File: config.mk
export PLATFORM = sky130hd
export DESIGN_NAME = seq_control_unit
export DESIGN_NICKNAME = d
export VERILOG_FILES = /design/src/rtl/seq_control_unit.sv
export SDC_FILE = /design/constraint.sdc
export NUM_CORES = 1
export LEC_CHECK = 0
export ABC_AREA = 1
export BUFFER_PORTS_ARGS = -buffer_cell sky130_fd_sc_hd__buf_4
export CAP_MARGIN = 5
export CORE_MARGIN = 3
export CORE_UTILIZATION = 45
export CTS_BUF_LIST = sky130_fd_sc_hd__clkbuf_8
export DETAILED_ROUTE_END_ITERATION = 10
export GPL_ROUTABILITY_DRIVEN = 0
export PLACE_DENSITY = 0.71
export SLEW_MARGIN = 20
export SYNTH_ARGS = -nofsm -noshare
export SYNTH_HDL_FRONTEND = slang
export SYNTH_SLANG_ARGS = --single-unit
File: constraint.sdc
create_clock -name clk -period 2 [get_ports clk]
set_clock_uncertainty 0.2 [all_clocks]
set_input_delay 0.4 -clock clk [delete_from_list [all_inputs] [get_ports clk]]
set_output_delay 0.4 -clock clk [all_outputs]
set_load 0.03 [all_outputs]
File: src/rtl/seq_control_unit.sv
// Multi-cycle control sequencer for the accumulator CPU: fetch/decode/execute/writeback
// with memory wait states, bus timeout, illegal-opcode trap, resumable halt and one vectored IRQ.
module seq_control_unit #(
  parameter int OPC_W   = 4,
  parameter int TIMEOUT = 15,
  parameter int EN_IRQ  = 1
) (
  input  logic             clk,
  input  logic             rst,
  input  logic [OPC_W-1:0] opcode,
  input  logic             is_zero,
  input  logic             mem_ack,
  input  logic             resume,
  input  logic             irq,
  output logic             ins_req,
  output logic             data_req,
  output logic             data_we,
  output logic             pc_inc,
  output logic             pc_load,
  output logic             pc_vec,
  output logic             acc_load,
  output logic [1:0]       alu_op,
  output logic             halted,
  output logic             bus_err,
  output logic             illegal_op,
  output logic             irq_ack
);

  typedef enum logic [2:0] {
    S_RESET, S_FETCH, S_DECODE, S_EXEC, S_WB, S_HALTED, S_IRQ
  } state_t;

  localparam logic [2:0] OP_HLT = 3'd0;
  localparam logic [2:0] OP_SKZ = 3'd1;
  localparam logic [2:0] OP_ADD = 3'd2;
  localparam logic [2:0] OP_AND = 3'd3;
  localparam logic [2:0] OP_XOR = 3'd4;
  localparam logic [2:0] OP_STO = 3'd6;
  localparam logic [2:0] OP_JMP = 3'd7;

  localparam int CNT_W = (TIMEOUT > 0) ? $clog2(TIMEOUT + 1) : 1;
  localparam logic [CNT_W-1:0] LIMIT = (TIMEOUT > 0) ? CNT_W'(TIMEOUT - 1) : '0;
  localparam logic IRQ_ON = (EN_IRQ != 0);

  state_t           r_state;
  state_t           w_next;
  logic [2:0]       r_opc;
  logic [CNT_W-1:0] r_cnt;
  logic             r_bus_err;
  logic             r_illegal;
  logic             w_set_berr;
  logic             w_set_ill;
  logic             w_timeout;
  logic             w_irq_take;
  logic             w_legal;

  assign w_legal    = (opcode <= OPC_W'(7));
  assign w_irq_take = IRQ_ON && irq;
  // The limit cycle itself is the last one allowed to see an ack.
  assign w_timeout  = (TIMEOUT > 0) && !mem_ack && (r_cnt == LIMIT);
  assign bus_err    = r_bus_err;
  assign illegal_op = r_illegal;

  always_ff @(posedge clk or posedge rst) begin
    if (rst) begin
      r_state   <= S_RESET;
      r_opc     <= '0;
      r_cnt     <= '0;
      r_bus_err <= 1'b0;
      r_illegal <= 1'b0;
    end else begin
      r_state <= w_next;
      if (r_state == S_DECODE)
        r_opc <= opcode[2:0];
      if (w_next != r_state || mem_ack || !(ins_req || data_req))
        r_cnt <= '0;
      else
        r_cnt <= r_cnt + 1'b1;
      if (w_set_berr)
        r_bus_err <= 1'b1;
      if (w_set_ill)
        r_illegal <= 1'b1;
    end
  end

  always_comb begin
    w_next     = r_state;
    w_set_berr = 1'b0;
    w_set_ill  = 1'b0;
    ins_req    = 1'b0;
    data_req   = 1'b0;
    data_we    = 1'b0;
    pc_inc     = 1'b0;
    pc_load    = 1'b0;
    pc_vec     = 1'b0;
    acc_load   = 1'b0;
    alu_op     = 2'd0;
    halted     = 1'b0;
    irq_ack    = 1'b0;
    case (r_state)
      S_RESET: w_next = S_FETCH;
      S_FETCH: begin
        ins_req = 1'b1;
        if (mem_ack) begin
          pc_inc = 1'b1;
          w_next = S_DECODE;
        end else if (w_timeout) begin
          w_set_berr = 1'b1;
          w_next     = S_HALTED;
        end
      end
      S_DECODE: begin
        if (!w_legal) begin
          w_set_ill = 1'b1;
          w_next    = S_HALTED;
        end else begin
          w_next = S_EXEC;
        end
      end
      S_EXEC: begin
        case (r_opc)
          OP_HLT: w_next = S_HALTED;
          OP_SKZ: begin
            pc_inc = is_zero;
            w_next = w_irq_take ? S_IRQ : S_FETCH;
          end
          OP_JMP: begin
            pc_load = 1'b1;
            w_next  = w_irq_take ? S_IRQ : S_FETCH;
          end
          default: w_next = S_WB;
        endcase
      end
      S_WB: begin
        data_req = 1'b1;
        data_we  = (r_opc == OP_STO);
        case (r_opc)
          OP_ADD:  alu_op = 2'd1;
          OP_AND:  alu_op = 2'd2;
          OP_XOR:  alu_op = 2'd3;
          default: alu_op = 2'd0;
        endcase
        if (mem_ack) begin
          acc_load = (r_opc != OP_STO);
          w_next   = w_irq_take ? S_IRQ : S_FETCH;
        end else if (w_timeout) begin
          w_set_berr = 1'b1;
          w_next     = S_HALTED;
        end
      end
      S_HALTED: begin
        halted = 1'b1;
        // Sticky errors lock the halt; only reset leaves it.
        if (!(r_bus_err || r_illegal)) begin
          if (w_irq_take)
            w_next = S_IRQ;
          else if (resume)
            w_next = S_FETCH;
        end
      end
      S_IRQ: begin
        pc_load = IRQ_ON;
        pc_vec  = IRQ_ON;
        irq_ack = IRQ_ON;
        w_next  = S_FETCH;
      end
      default: w_next = S_RESET;
    endcase
  end

endmodule
==> impl_metrics.ini <==
[outcome]
status = completed

[floorplanning]
die_area_sq_mm = 0.00226
io_pins = 23
die_h_microns = 47.6
core-area_sq_mm = 0.00156
std_cell_rows = 14
dieWidth_microns = 47.6
start_util_pct = 49.9

[logic_synthesis]
synth_seq_cells = 12
synth_nets = 122
syn_avg_cell_area_sq_um = 7.07
synth_top_flop_cell = dfrtp_1
synth.most_common_cell = nand2_1
ys_warn_count = 0
synth_top_cell_by_area = dfrtp_1
synth_top_area_share_pct = 38.6
syn_area_sq_um = 778
synth_cell_types = 25
yosysSeqAreaShare_pct = 38.6
syn-instance-count = 110
synth_edf_count = 0
yosys-top-cells-area = dfrtp_1, nand2_1, nand3_1
synth-async-reset-ratio_pct = 100
synthTopCellsByCount = nand2_1, dfrtp_1, inv_1, nor2_1, nand3_1

[setup_path]
arrival_ns = 1.39
worstSetupStartpointType = flop
cp_data_required_time_ns = 1.40
critPathKind = reg -> out
critPathMaxFanout = 6
endpoint_kind = primary output

[route]
drc = 0
drtIter0Drc = 37
via_count = 855
wl_per_cell_microns = 13.3
wl_mm = 2.09
ant_nets = 0
firstDrtPassIters = 4
viasPerCell = 5.45

[placed_design]
dp_hpwl_mm = 1.52
placed_cells = 148
port_buffers = 22
place_ws_ns = 0.172

[clocking]
clock_path_buffers = 2
tritoncts = built
numClockSinks = 12
numCtsBuffers = 3
root_buffer = clkbuf_8
clk_pin_slew_ns = 0.06
htreeDepth = 1
clock_latency_ns = 0.24

[layout]
post_layout_nonfiller_instances = 157
area_growth_pct = 44.7
insertedDiodeCount = 0
drive_gt1_share_pct = 39.0
num-nets-final = 154

[timing]
slew_headroom_pct = 67.0
worst_pin_slew_ns = 0.495
period_share_pct = 99.7
fmax_mhz = 502
setup_ws_ns = 0.00696
rsz0062_at_grt = yes
slew_violations = 0
hold_viol = 0
setup_viol = 0
period_needed_ns = 1.99
timing.hold.ws_ns = 0.170

[pwr]
leakage_uw = 0.000566
vdd_drop_max_mv = 0.716
comb_power_share_pct = 53.3
switching_share_pct = 47.9
pwr-share-clk_pct = 17.6
power_frac_seq_pct = 29.1
power.density_mw_per_mm2 = 1350
power_uw = 1520
p_sw_uw = 726
p_int_uw = 790

[grt]
gr-total-overflow = 0
grt_max_degree = 13
antenna_found_initial = 0
grt_pass1_wl_mm = 3.25
grt_usage_pct = 20.5
grt_pass1_vias = 754

[hold_path]
hp-class = in -> reg

[run]
max-cap-violations = 0
what timing repair did:
action                                  4_1_cts  5_1_grt
resized for setup                             7       10
hold endpoints to repair                     12        0
pin swaps                                     1        2
endpoints found under the setup margin        6        6
hold buffers                                  1        0
buffers inserted                              1        3
final timing paths:
kind	startpoint	endpoint	slack, ns	depth (start not counted)
max	r_state[1]$_DFF_PP0_	pc_inc	0.007	5
min	opcode[1]	r_opc[1]$_DFFE_PP0P_	0.17	3
max reg2reg	r_cnt[0]$_DFF_PP0_	r_cnt[1]$_DFF_PP0_	0.28	11
min reg2reg	illegal_op$_DFFE_PP0P_	illegal_op$_DFFE_PP0P_	0.29	2
max in group asynchronous	rst	r_state[1]$_DFF_PP0_	0.70	3
min in group asynchronous	rst	r_opc[2]$_DFFE_PP0P_	0.54	3
sequential cells by signal (all words and copies together), names as in the netlist:
| signal | count |
|---|---|
| r_state | 3 |
| bus_err | 1 |
| r_opc | 3 |
| illegal_op | 1 |
| r_cnt | 4 |
stage by stage:
step                      instance area, sq um  util, %  TNS [ns]
after floorplan                            791        -         0
after global placement                     976     62.6         0
after detailed placement                   976     62.6         0
after CTS                                 1070     68.5         0
after global routing                      1130     72.2    -0.124
final                                     1130     72.2         0
worst max-delay path, stage by stage (launching register included):
cell     delay [ns]
dfrtp_2        0.46
inv_4          0.07
nor3_4         0.24
nand2_1        0.10
o21ai_2        0.13
buf_6          0.15
layout by cell type (no fill, tap or decap), types with 2 or more instances in the layout:
cell      count
inv_4         2
clkbuf_8      4
nand3_1       9
inv_2         3
inv_1        12
nor2_2        4
nand2_2       3
nand2_1      23
nor2_1       11
a21oi_1       6
dfrtp_2       3
o21ai_0       5
buf_6         2
o21ai_1       2
ha_1          2
buf_4        25
nand3_2       2
dfrtp_1       9
logic make-up (layout without fill, tap and decap cells):
group / after synthesis / count (layout) / synth area share (%)
buf+inv: 18 / 49 / 9.16
fa+ha+maj: 2 / 2 / 3.21
flops: 12 / 12 / 38.6
xor+xnor: 2 / 2 / 2.25
simple gates: 58 / 58 / 34.1
compound gates: 18 / 18 / 12.7
routing by layer:
layer | part of all wire [%] | vias to the layer above | GRT usage [%]
met2 | 48 | 46 | 31.8
met1 | 43 | 389 | 27.3
met3 | 9.5 | 2 | 4.14
met5 | 0 | - | 0
li1 | - | 418 | -
met4 | 0.19 | 0 | 9.68
power by group through the flow:
stage	clock, uW	combinational [uW]	sequential (uW)
5_1_grt	290	878	454
2_1_floorplan	0	487	403
4_1_cts	273	722	426
3_5_place_dp	0	666	424
6_report	267	808	441
3_3_place_gp	0	660	422
cell type report:
class,instances,area (sq um)
clock buffers,4,55.1
fillers,137,433
inverters,17,68.8
multi-input cells,80,458
flip-flops and latches,12,304
well taps,16,20.0
repair buffers,28,220
Note: power is estimated with default switching activity, not from simulation.
